===== config.mk =====
export PLATFORM = sky130hd
export DESIGN_NAME = hmem_arb
export DESIGN_NICKNAME = d
export VERILOG_FILES = /design/src/rtl/hmem_arb.sv
export SDC_FILE = /design/constraint.sdc
export NUM_CORES = 1
export LEC_CHECK = 0
export CAP_MARGIN = 20
export CORE_AREA = 2 2 580 582
export CTS_BUF_LIST = sky130_fd_sc_hd__clkbuf_8
export DETAILED_ROUTE_END_ITERATION = 10
export DIE_AREA = 0 0 582 584
export GPL_TIMING_DRIVEN = 0
export PLACE_DENSITY_LB_ADDON = 0.25
export SETUP_SLACK_MARGIN = 0.1
export SLEW_MARGIN = 20
export SYNTH_ARGS = -nofsm -noshare
export SYNTH_HDL_FRONTEND = slang
export SYNTH_SLANG_ARGS = --single-unit

===== constraint.sdc =====
create_clock -name clk -period 26 [get_ports clk]
set_input_delay 2.6 -clock clk [delete_from_list [all_inputs] [get_ports clk]]
set_output_delay 2.6 -clock clk [all_outputs]
set_load 0.02 [all_outputs]

===== src/rtl/hmem_arb.sv =====
`default_nettype none
// ============================================================================
// Module   : hmem_arb
// Purpose  : Arbitrates the external line bus between L1i refill and L1d
//            refill/writeback, returning line data with a one-cycle dv pulse.
// Revision : 1.0 - initial release
// ============================================================================
module hmem_arb #(
  parameter int LINE_W = 256,
  parameter int ADDR_W = 64
) (
  input  logic              clk,
  input  logic              rst,
  input  logic [ADDR_W-1:0] i_addr,
  input  logic              i_rd,
  output logic [LINE_W-1:0] i_data,
  output logic              i_dv,
  input  logic [ADDR_W-1:0] d_addr,
  input  logic              d_rd,
  input  logic              d_wr,
  input  logic [LINE_W-1:0] d_wdata,
  output logic [LINE_W-1:0] d_rdata,
  output logic              d_dv,
  output logic [ADDR_W-1:0] h_addr,
  output logic              h_rd,
  output logic              h_wr,
  output logic [LINE_W-1:0] h_data_out,
  input  logic [LINE_W-1:0] h_data_in,
  input  logic              h_dv
);

  typedef enum logic [1:0] {
    IDLE = 2'd0,
    BUSY = 2'd1,
    RESP = 2'd2
  } state_t;

  state_t state_q;
  logic   rr_q;       // 0: L1i wins a read tie, 1: L1d wins
  logic   sel_l1d_q;
  logic   sel_wr_q;

  logic grant_any;
  logic grant_l1d;
  logic grant_wr;

  // Dirty writeback always goes first; reads tie-break on the rr pointer.
  always_comb begin
    grant_any = d_wr | d_rd | i_rd;
    grant_wr  = d_wr;
    grant_l1d = d_wr | (d_rd & (~i_rd | rr_q));
  end

  always_ff @(posedge clk or posedge rst) begin
    if (rst) begin
      state_q    <= IDLE;
      rr_q       <= 1'b0;
      sel_l1d_q  <= 1'b0;
      sel_wr_q   <= 1'b0;
      i_data     <= '0;
      i_dv       <= 1'b0;
      d_rdata    <= '0;
      d_dv       <= 1'b0;
      h_addr     <= '0;
      h_rd       <= 1'b0;
      h_wr       <= 1'b0;
      h_data_out <= '0;
    end else begin
      case (state_q)
        IDLE: begin
          if (grant_any) begin
            state_q   <= BUSY;
            sel_l1d_q <= grant_l1d;
            sel_wr_q  <= grant_wr;
            h_addr    <= grant_l1d ? d_addr : i_addr;
            h_rd      <= ~grant_wr;
            h_wr      <= grant_wr;
            if (grant_wr) begin
              h_data_out <= d_wdata;
            end else begin
              rr_q <= ~grant_l1d;
            end
          end
        end
        BUSY: begin
          if (h_dv) begin
            state_q <= RESP;
            h_rd    <= 1'b0;
            h_wr    <= 1'b0;
            if (!sel_l1d_q) begin
              i_data <= h_data_in;
              i_dv   <= 1'b1;
            end else begin
              if (!sel_wr_q) begin
                d_rdata <= h_data_in;
              end
              d_dv <= 1'b1;
            end
          end
        end
        RESP: begin
          state_q <= IDLE;
          i_dv    <= 1'b0;
          d_dv    <= 1'b0;
        end
        default: begin
          state_q <= IDLE;
        end
      endcase
    end
  end

endmodule
`default_nettype wire


==> results.py, run 1 <==
metrics = {
    "global_route": {
        "grt_max_degree": 34,
        "grtUsageTotal": 0.134,
        "grt_pass1_wl_um": 297000,
        "antenna_found_initial": 118,
        "grt-ovfl-total": 0,
        "first_global_vias": 27100,
    },
    "synthesis": {
        "avgSynthCellArea_um2": 15.8,
        "synth_seq_cells": 841,
        "synth_nets": 2653,
        "yosysSeqAreaShare": 0.664,
        "mappedNetlistArea_um2": 31700,
        "synth.distinct_cells": 25,
        "syn_inst": 2007,
        "yosys_warnings": 0,
    },
    "cells_and_area": {
        "final_layout_size_suffix_gt1_frac": 0.293,
        "final_util": 0.170,
        "mostFrequentLayoutCell": "clkdlybuf4s50_1",
        "syn_to_final_growth_pct": 78.5,
        "nNetsFinal": 4357,
        "fillers": 36700,
        "layout_common_cells": "clkdlybuf4s50_1, dfrtp_1, mux2_2",
    },
    "placement": {
        "gp_congestion": 0.884,
        "place_ws_ns": 20.19,
        "place.detailed.hpwl_um": 202000,
        "numPortBuffers": 1481,
    },
    "timing": {
        "min_period_ns": 4.88,
        "finalSetupViolCount": 0,
        "slew_violations": 0,
        "timing.hold.ws_ns": 0.483,
        "fmax_mhz": 205,
        "finalSetupTns_ns": 0,
        "clock-skew-final_ns": 0.0651,
        "slew_headroom": 0.328,
        "hold_violations": 0,
        "min_period_over_period": 0.188,
        "rsz0062_at_grt": "no",
        "fin_ws_ns": 21.12,
        "tightest_slew_ns": 1.00,
    },
    "cts": {
        "insertion_delay_ns": 0.95,
        "cts.path.max_buffers": 4,
        "numCtsBuffers": 185,
        "cts.clk_slew.worst_paths_ns": 0.06,
        "clockRootBuffer": "clkbuf_8",
        "cts.sink_count": 841,
        "post_cts_resized": 0,
        "cts_tree": "yes",
        "htreeDepth": 4,
        "cts_setup_buffers": 0,
        "hold_buffers": 0,
    },
    "critical_path": {
        "critPathSlowestCell": "clkdlybuf4s50_1",
        "crit_type": "register to output pin",
        "cp.required_ns": 23.40,
        "worst-path-buf-inv": 1,
        "arrival_ns": 2.28,
        "path_cells": "clkdlybuf4s50_1",
        "end_kind": "output pin",
        "start_kind": "register",
        "slowest_delay_ns": 0.98,
        "critPathTopFamily": "buffers and inverters",
        "crit_path_max_fanout": 2,
    },
    "route": {
        "ant_nets": 0,
        "wl_per_cell_um": 28.5,
        "route.detailed.drc": 0,
        "drt-total-wl_um": 235000,
        "num_vias": 25100,
        "drtIter0Drc": 977,
        "first_pass_iters": 7,
        "routed_via_density": 3.05,
    },
    "pwr": {
        "p_leak_nw": 22.2,
        "total_power_w": 0.00800,
        "p_per_area_nw_per_um2": 141,
        "ir_worst_vdd_mv": 0.0548,
    },
    "job": {
        "cap_violations": 0,
    },
    "floorplanning": {
        "initial_core_util": 0.0952,
        "die_w_um": 582,
        "chipHeight_um": 584,
        "die-area_um2": 340000,
        "rows": 212,
        "io_pins": 1482,
        "coreArea_um2": 333000,
    },
    "hold_path": {
        "hp-class": "register to register",
    },
    "outcome": {
        "status": "finished clean",
    },
}
-- worst paths after layout --
| check | slack [ns] | depth (start not counted) | endpoint | from |
|---|---|---|---|---|
| min | 0.48 | 1 | d_rdata[182]$_DFFE_PP0P_ | d_rdata[182]$_DFFE_PP0P_ |
| min in group asynchronous | 2.00 | 2 | h_data_out[67]$_DFFE_PP0P_ | rst |
| min reg2reg | 0.48 | 1 | d_rdata[182]$_DFFE_PP0P_ | d_rdata[182]$_DFFE_PP0P_ |
| max | 21.12 | 1 | h_data_out[229] | h_data_out[229]$_DFFE_PP0P_ |
| max in group asynchronous | 21.24 | 13 | i_data[174]$_DFFE_PP0P_ | rst |
| max reg2reg | 23.29 | 4 | h_data_out[91]$_DFFE_PP0P_ | state_q[0]$_DFFE_PP0P_ |
-- logic make-up (layout without fill, tap and decap cells) --
kind of cell    count (synthesis)  after routing  synth area share
compound gates                142            142            0.0232
buf+inv                       119           1951            0.0231
flops                         841            841             0.664
mux                           768            768             0.273
simple gates                  137            137            0.0170
other cells                     0             22                 0
-- stage by stage --
stage,area (um2),std cells
after global routing,56500,8233
final,56600,8248
after global placement,52000,7875
after floorplan,31700,2007
after detailed placement,52800,7911
after CTS,56500,8226
-- layout make-up --
class / count / area [um2] / area share
clock inverters: 85 / 603 / 0.0107
flip-flops and latches: 841 / 21000 / 0.372
repair buffers: 1517 / 15600 / 0.275
clock buffers: 230 / 3170 / 0.0559
diodes: 22 / 55.1 / 0.000973
well taps: 4387 / 5490 / 0.0970
plain buffers: 112 / 707 / 0.0125
inverters: 7 / 30.0 / 0.000531
multi-input cells: 1047 / 9940 / 0.176
-- state kept, by name, indices dropped and copies added (netlist names) --
name        cells
state_q         2
rr_q            1
i_dv            1
h_rd            1
h_data_out    256
sel_l1d_q       1
h_wr            1
d_dv            1
sel_wr_q        1
i_data        256
h_addr         64
d_rdata       256
-- metal layers --
layer | track usage | vias to the layer above | wire length, um
li1 | - | 10600 | -
met1 | 0.161 | 12800 | 96500
met2 | 0.205 | 1369 | 102000
met3 | 0.0759 | 326 | 31100
met4 | 0.0308 | 56 | 5210
met5 | 0 | - | 356
-- power by group --
group / total [W] / internal (W) / leakage (nW) / switching (W)
sequential: 0.00239 / 0.00198 / 9.97 / 0.000412
combinational: 0.00405 / 0.00181 / 10.1 / 0.00223
clock: 0.00156 / 0.000856 / 2.14 / 0.000700
-- Yosys cell counts --
cell	number	area share
buf_1	6	0.00071
inv_1	7	0.00083
nand3_2	1	0.00032
nand2_1	65	0.0077
o22ai_1	1	0.00020
buf_6	14	0.0050
o31ai_1	1	0.00024
mux2_2	735	0.26
a31oi_1	1	0.00020
dfrtp_1	841	0.66
a21o_1	1	0.00024
mux2_1	33	0.012
o31a_1	1	0.00028
a31o_2	2	0.00055
buf_2	34	0.0054
o2bb2ai_1	1	0.00028
nor2_1	68	0.0081
o21a_1	1	0.00024
a21oi_1	129	0.020
clkbuf_1	21	0.0025
buf_4	37	0.0088
nor3_2	1	0.00032
nor3b_2	1	0.00039
nor2b_1	1	0.00020
o21ai_0	4	0.00063
No activity file was read; power rests on OpenSTA's default activity.
==> run 2: changes to the inputs <==
Clock period 26 ns to 4.6 ns, I/O delays scaled along.
==> run 2 against run 1 <==
Net effect: count of clock-buffer cells in the layout unchanged; global-route usage rose by 0.065 points; flip-flop and latch count unchanged; combinational power rose to 5.8 times the previous value; routed wire length grew 0.43%; via count rose by 5.1%; critical path depth is 13 higher; final area increased by 6.2%; critical path type is now input port to async pin; clock skew grew 0.0016 ns; worst setup slack got worse by 20 ns; non-clock buffer count rose by 350.
==> results.py, run 2 (synthesis results as in run 1) <==
metrics = {
    "job": {
        "cap_violations": 0,
    },
    "cts": {
        "numCtsBuffers": 185,
        "cts_tree": "yes",
        "cts.clk_slew.worst_paths_ns": 0.06,
        "cts.path.max_buffers": 4,
        "cts_setup_buffers": 0,
        "htreeDepth": 4,
        "cts.sink_count": 841,
        "clockRootBuffer": "clkbuf_8",
        "insertion_delay_ns": 0.95,
    },
    "critical_path": {
        "start_kind": "input port",
        "crit_top_cell": "buf_12",
        "worst-path-buf-inv": 14,
        "reg2reg_from": "state_q[0]$_DFFE_PP0P_",
        "critPathTopFamily": "buffers and inverters",
        "arrival_ns": 4.29,
        "path_cells": "dlygate4sd3_1, clkdlybuf4s50_1, clkinvlp_4, buf_16, buf_12, buf_16, buf_12, buf_16, buf_12, buf_12, buf_12, buf_12, buf_12, buf_12",
        "crit_type": "input port to async pin",
        "crit_path_start": "rst",
        "critPathSlowestCell": "dlygate4sd3_1",
        "crit_path_max_fanout": 30,
        "end_kind": "async pin",
        "cp.required_ns": 5.72,
        "slowest_delay_ns": 0.54,
    },
    "floorplanning": {
        "io_pins": 1482,
        "rows": 212,
        "die-area_um2": 340000,
        "die_w_um": 582,
        "chipHeight_um": 584,
        "initial_core_util": 0.0952,
        "coreArea_um2": 333000,
    },
    "cells_and_area": {
        "design_area_um2": 60100,
        "layout_common_cells": "clkdlybuf4s50_1, dfrtp_1, mux2_2",
        "nNetsFinal": 4707,
        "final_util": 0.181,
        "mostFrequentLayoutCell": "clkdlybuf4s50_1",
        "largestRegisters": "d_rdata x256, h_data_out x256, i_data x256",
        "syn_to_final_growth_pct": 89.6,
        "final_layout_size_suffix_gt1_frac": 0.269,
    },
    "timing": {
        "min_period_over_period": 0.690,
        "slew_violations": 0,
        "slew_headroom": 0.176,
        "min_period_ns": 3.17,
        "tightest_slew_ns": 1.23,
        "clock-skew-final_ns": 0.0667,
        "finalSetupViolCount": 0,
        "hold_violations": 0,
        "rsz0062_at_grt": "no",
        "fmax_mhz": 315,
    },
    "hold_path": {
        "hp-class": "input port to register",
        "min_from": "h_data_in[40]",
    },
    "route": {
        "num_vias": 26400,
        "ant_nets": 0,
        "first_pass_iters": 5,
        "drtIter0Drc": 1068,
        "wl_per_cell_um": 27.4,
        "route.detailed.drc": 0,
        "drt-total-wl_um": 236000,
        "routed_via_density": 3.07,
    },
    "pwr": {
        "p_leak_nw": 23.7,
        "ir_worst_vdd_mv": 0.377,
        "p_per_area_nw_per_um2": 759,
    },
    "global_route": {
        "grt_pass1_wl_um": 301000,
        "grtUsageTotal": 0.134,
        "antenna_found_initial": 122,
        "first_global_vias": 28900,
        "grt_max_degree": 34,
        "grt-ovfl-total": 0,
    },
    "placement": {
        "place.detailed.hpwl_um": 202000,
        "dpl-instance-area_um2": 52800,
        "numPortBuffers": 1481,
        "gp_congestion": 0.884,
    },
    "outcome": {
        "status": "finished clean",
    },
}
run 2: changes by cell type in the layout (fill, tap and decap cells not counted), sizes merged:
cell,delta
diode,+9
dlygate4sd3,+350
run 2: report_power, final:
part | total, W | switching, W | internal [W]
sequential | 0.0135 | 0.00234 | 0.0112
clock | 0.00879 | 0.00396 | 0.00484
combinational | 0.0233 | 0.0128 | 0.0105
total | 0.0456 | 0.0191 | 0.0266
run 2: routing by layer:
layer	share of wire	up-vias	track usage
li1	-	11300	-
met1	0.41	13400	0.164
met2	0.43	1407	0.206
met3	0.13	320	0.0715
met4	0.026	46	0.0342
met5	0.0013	-	0
run 2: final timing paths:
kind / to / slack, ns / depth (start not counted)
max: i_data[174]$_DFFE_PP0P_ / 1.43 / 14
min: d_rdata[40]$_DFFE_PP0P_ / 0.18 / 2
min in group asynchronous: h_data_out[70]$_DFFE_PP0P_ / 0.42 / 3
min reg2reg: d_rdata[176]$_DFFE_PP0P_ / 0.48 / 1
max in group clk: h_data_out[174]$_DFFE_PP0P_ / 1.71 / 4
max reg2reg: h_data_out[174]$_DFFE_PP0P_ / 1.71 / 4
run 2: what timing repair did:
action                                 in CTS  in global routing
resized for setup                           0                  0
endpoints found under the hold margin     457                  0
hold buffers                              350                  0
run 2: worst register-to-register path, stage by stage, from the launching register on:
cell and delay (ns):
dfrtp_1 0.45, nor3_2 0.98, buf_2 0.51, buf_2 0.42, mux2_2 0.40
run 2: area by class of cell:
type	count	area (um2)
fillers	36500	273000
multi-input cells	1047	9940
clock buffers	230	3170
repair buffers	1867	19100
flip-flops and latches	841	21000
well taps	4387	5490
plain buffers	112	707
clock inverters	85	603
diodes	31	77.6
inverters	7	30.0
run 2: metrics by stage:
stage	instances	hold WS, ns	setup WS (ns)	power [W]	setup TNS (ns)
after global routing	8585	0.0481	1.17	0.0482	0
after detailed placement	7911	0.474	0.925	0.0370	0
after floorplan	2007	0.470	-7.41	0.0228	-6235.36
final	8607	0.179	1.43	0.0456	0
after global placement	7875	0.471	-15.16	0.0370	-
after CTS	8576	0.000970	1.51	0.0468	0
==> run 3: changes to the inputs <==
Clock period 4.6 ns to 2.6 ns, I/O delays scaled along.
==> run 3 against run 2 <==
Net effect: utilization rose by 0.63 points; combinational power grew 74%; routed wire length up 1.2%; die area unchanged; power grew 75%; largest power group unchanged.
==> results.py, run 3 (synthesis results as in run 1) <==
metrics = {
    "outcome": {
        "status": "finished clean",
    },
    "critical_path": {
        "critPathSlowestCell": "dlygate4sd3_1",
        "cp.required_ns": 3.72,
        "slowest_delay_ns": 0.61,
        "start_kind": "input port",
        "crit_cells": 14,
        "crit_type": "input port to async pin",
        "crit_top_cell": "buf_16",
        "end_kind": "async pin",
        "worst-path-buf-inv": 14,
        "crit_path_max_fanout": 31,
        "arrival_ns": 3.53,
        "critPathTopFamily": "buffers and inverters",
        "rr_worst_depth": 8,
        "path_cells": "clkdlybuf4s50_1, clkinvlp_4, buf_16, dlygate4sd3_1, buf_12, buf_16, buf_12, buf_16, buf_12, buf_16, buf_16, buf_16, buf_12, buf_12",
    },
    "timing": {
        "tightest_slew_ns": 0.901,
        "rsz0062_at_grt": "yes",
        "min_period_over_period": 0.929,
        "slew_violations": 0,
        "slew_headroom": 0.399,
        "finalSetupViolCount": 0,
        "finalSetupTns_ns": 0,
        "hold_violations": 0,
        "fmax_mhz": 414,
        "min_period_ns": 2.42,
        "clock-skew-final_ns": 0.0688,
    },
    "global_route": {
        "grt_pass1_wl_um": 306000,
        "antenna_found_initial": 117,
        "grtUsageTotal": 0.136,
        "grt-ovfl-total": 0,
        "grt_max_degree": 34,
        "first_global_vias": 29800,
    },
    "route": {
        "route.detailed.drc": 0,
        "first_pass_iters": 6,
        "drtIter0Drc": 1007,
        "wl_per_cell_um": 27.1,
        "num_vias": 27300,
        "routed_via_density": 3.09,
        "ant_nets": 0,
        "drt-total-wl_um": 239000,
    },
    "floorplanning": {
        "die-area_um2": 340000,
        "die_w_um": 582,
        "initial_core_util": 0.0952,
        "rows": 212,
        "coreArea_um2": 333000,
        "io_pins": 1482,
        "chipHeight_um": 584,
    },
    "cells_and_area": {
        "final_cells": 8823,
        "mostFrequentLayoutCell": "clkdlybuf4s50_1",
        "syn_to_final_growth_pct": 96.2,
        "layout_common_cells": "clkdlybuf4s50_1, dfrtp_1, mux2_2",
        "largestRegisters": "d_rdata x256, h_data_out x256, i_data x256",
        "final_layout_size_suffix_gt1_frac": 0.259,
        "nNetsFinal": 4927,
    },
    "job": {
        "cap_violations": 0,
    },
    "hold_path": {
        "hp-class": "input port to register",
        "min_path_cells": 2,
    },
    "pwr": {
        "ir_worst_vdd_mv": 0.675,
        "p_leak_nw": 25.0,
        "p_per_area_nw_per_um2": 1280,
    },
    "cts": {
        "cts.path.max_buffers": 4,
        "htreeDepth": 4,
        "cts.clk_slew.worst_paths_ns": 0.06,
        "cts_tree": "yes",
        "insertion_delay_ns": 0.95,
        "numCtsBuffers": 185,
        "cts.sink_count": 841,
        "clockRootBuffer": "clkbuf_8",
    },
    "placement": {
        "dp.cells": 7911,
        "numPortBuffers": 1481,
        "place.detailed.hpwl_um": 202000,
        "gp_congestion": 0.884,
    },
}
-- run 3: cell count changes in the layout (fill, tap and decap cells not counted), moves of 4 or more --
cell             change
dlygate4sd3_1      +209
clkdlybuf4s50_1    -205
dlygate4sd2_1      +196
buf_6                +6
buf_16               +5
clkdlybuf4s15_1      +5
diode_2              -4
-- run 3: repair_timing --
action,CTS,global route
endpoints found under the setup margin,650,341
hold buffers,563,0
gates resized for setup,219,17
buffers inserted,1,3
hold endpoints to repair,773,0
gates cloned,0,3
pin swaps,2,1
-- run 3: path summary, 6_finish.rpt --
path                       slack (ns)                         end                     from
max                              0.18     i_data[172]$_DFFE_PP0P_                      rst
min                              0.15      i_data[44]$_DFFE_PP0P_            h_data_in[44]
max reg2reg                      0.22     d_rdata[53]$_DFFE_PP0P_   state_q[1]$_DFFE_PP0P_
min reg2reg                      0.48     d_rdata[11]$_DFFE_PP0P_  d_rdata[11]$_DFFE_PP0P_
max in group clk                 0.19      h_addr[58]$_DFFE_PP0P_                     d_wr
min in group asynchronous        0.32  h_data_out[67]$_DFFE_PP0P_                      rst
-- run 3: through the flow --
step / cell area (um2) / total power (W) / hold WS (ns) / setup WS, ns / utilization
4_1_cts: 62000 / 0.0819 / 0.00276 / 0.0268 / 0.186
3_3_place_gp: 52000 / 0.0654 / 0.471 / -16.96 / 0.156
2_1_floorplan: 31700 / 0.0403 / 0.367 / -9.21 / -
5_1_grt: 62200 / 0.0845 / 0.0617 / 0.0748 / 0.187
6_report: 62200 / 0.0799 / 0.150 / 0.184 / 0.187
3_5_place_dp: 52800 / 0.0655 / 0.474 / -0.875 / 0.158
-- run 3: layout make-up --
type / count / area, um2
clock inverters: 85 / 603
inverters: 7 / 30.0
well taps: 4387 / 5490
plain buffers: 112 / 746
diodes: 27 / 67.6
multi-input cells: 1047 / 9950
fillers: 36400 / 271000
flip-flops and latches: 841 / 21000
clock buffers: 230 / 3170
repair buffers: 2087 / 21100
-- run 3: metal layers --
layer	part of all wire	wire length, um	global-route usage	vias up
met4	0.022	5240	0.0309	38
met1	0.42	99900	0.166	13900
met5	0.0011	253	0	-
met2	0.44	104000	0.210	1396
li1	-	-	-	11700
met3	0.12	29200	0.0699	311
-- run 3: power breakdown --
group	leakage, nW	switching (W)	internal (W)	total (W)
clock	2.14	0.00701	0.00856	0.0156
sequential	9.97	0.00408	0.0198	0.0239
combinational	12.9	0.0227	0.0178	0.0405
total	25.0	0.0338	0.0461	0.0799
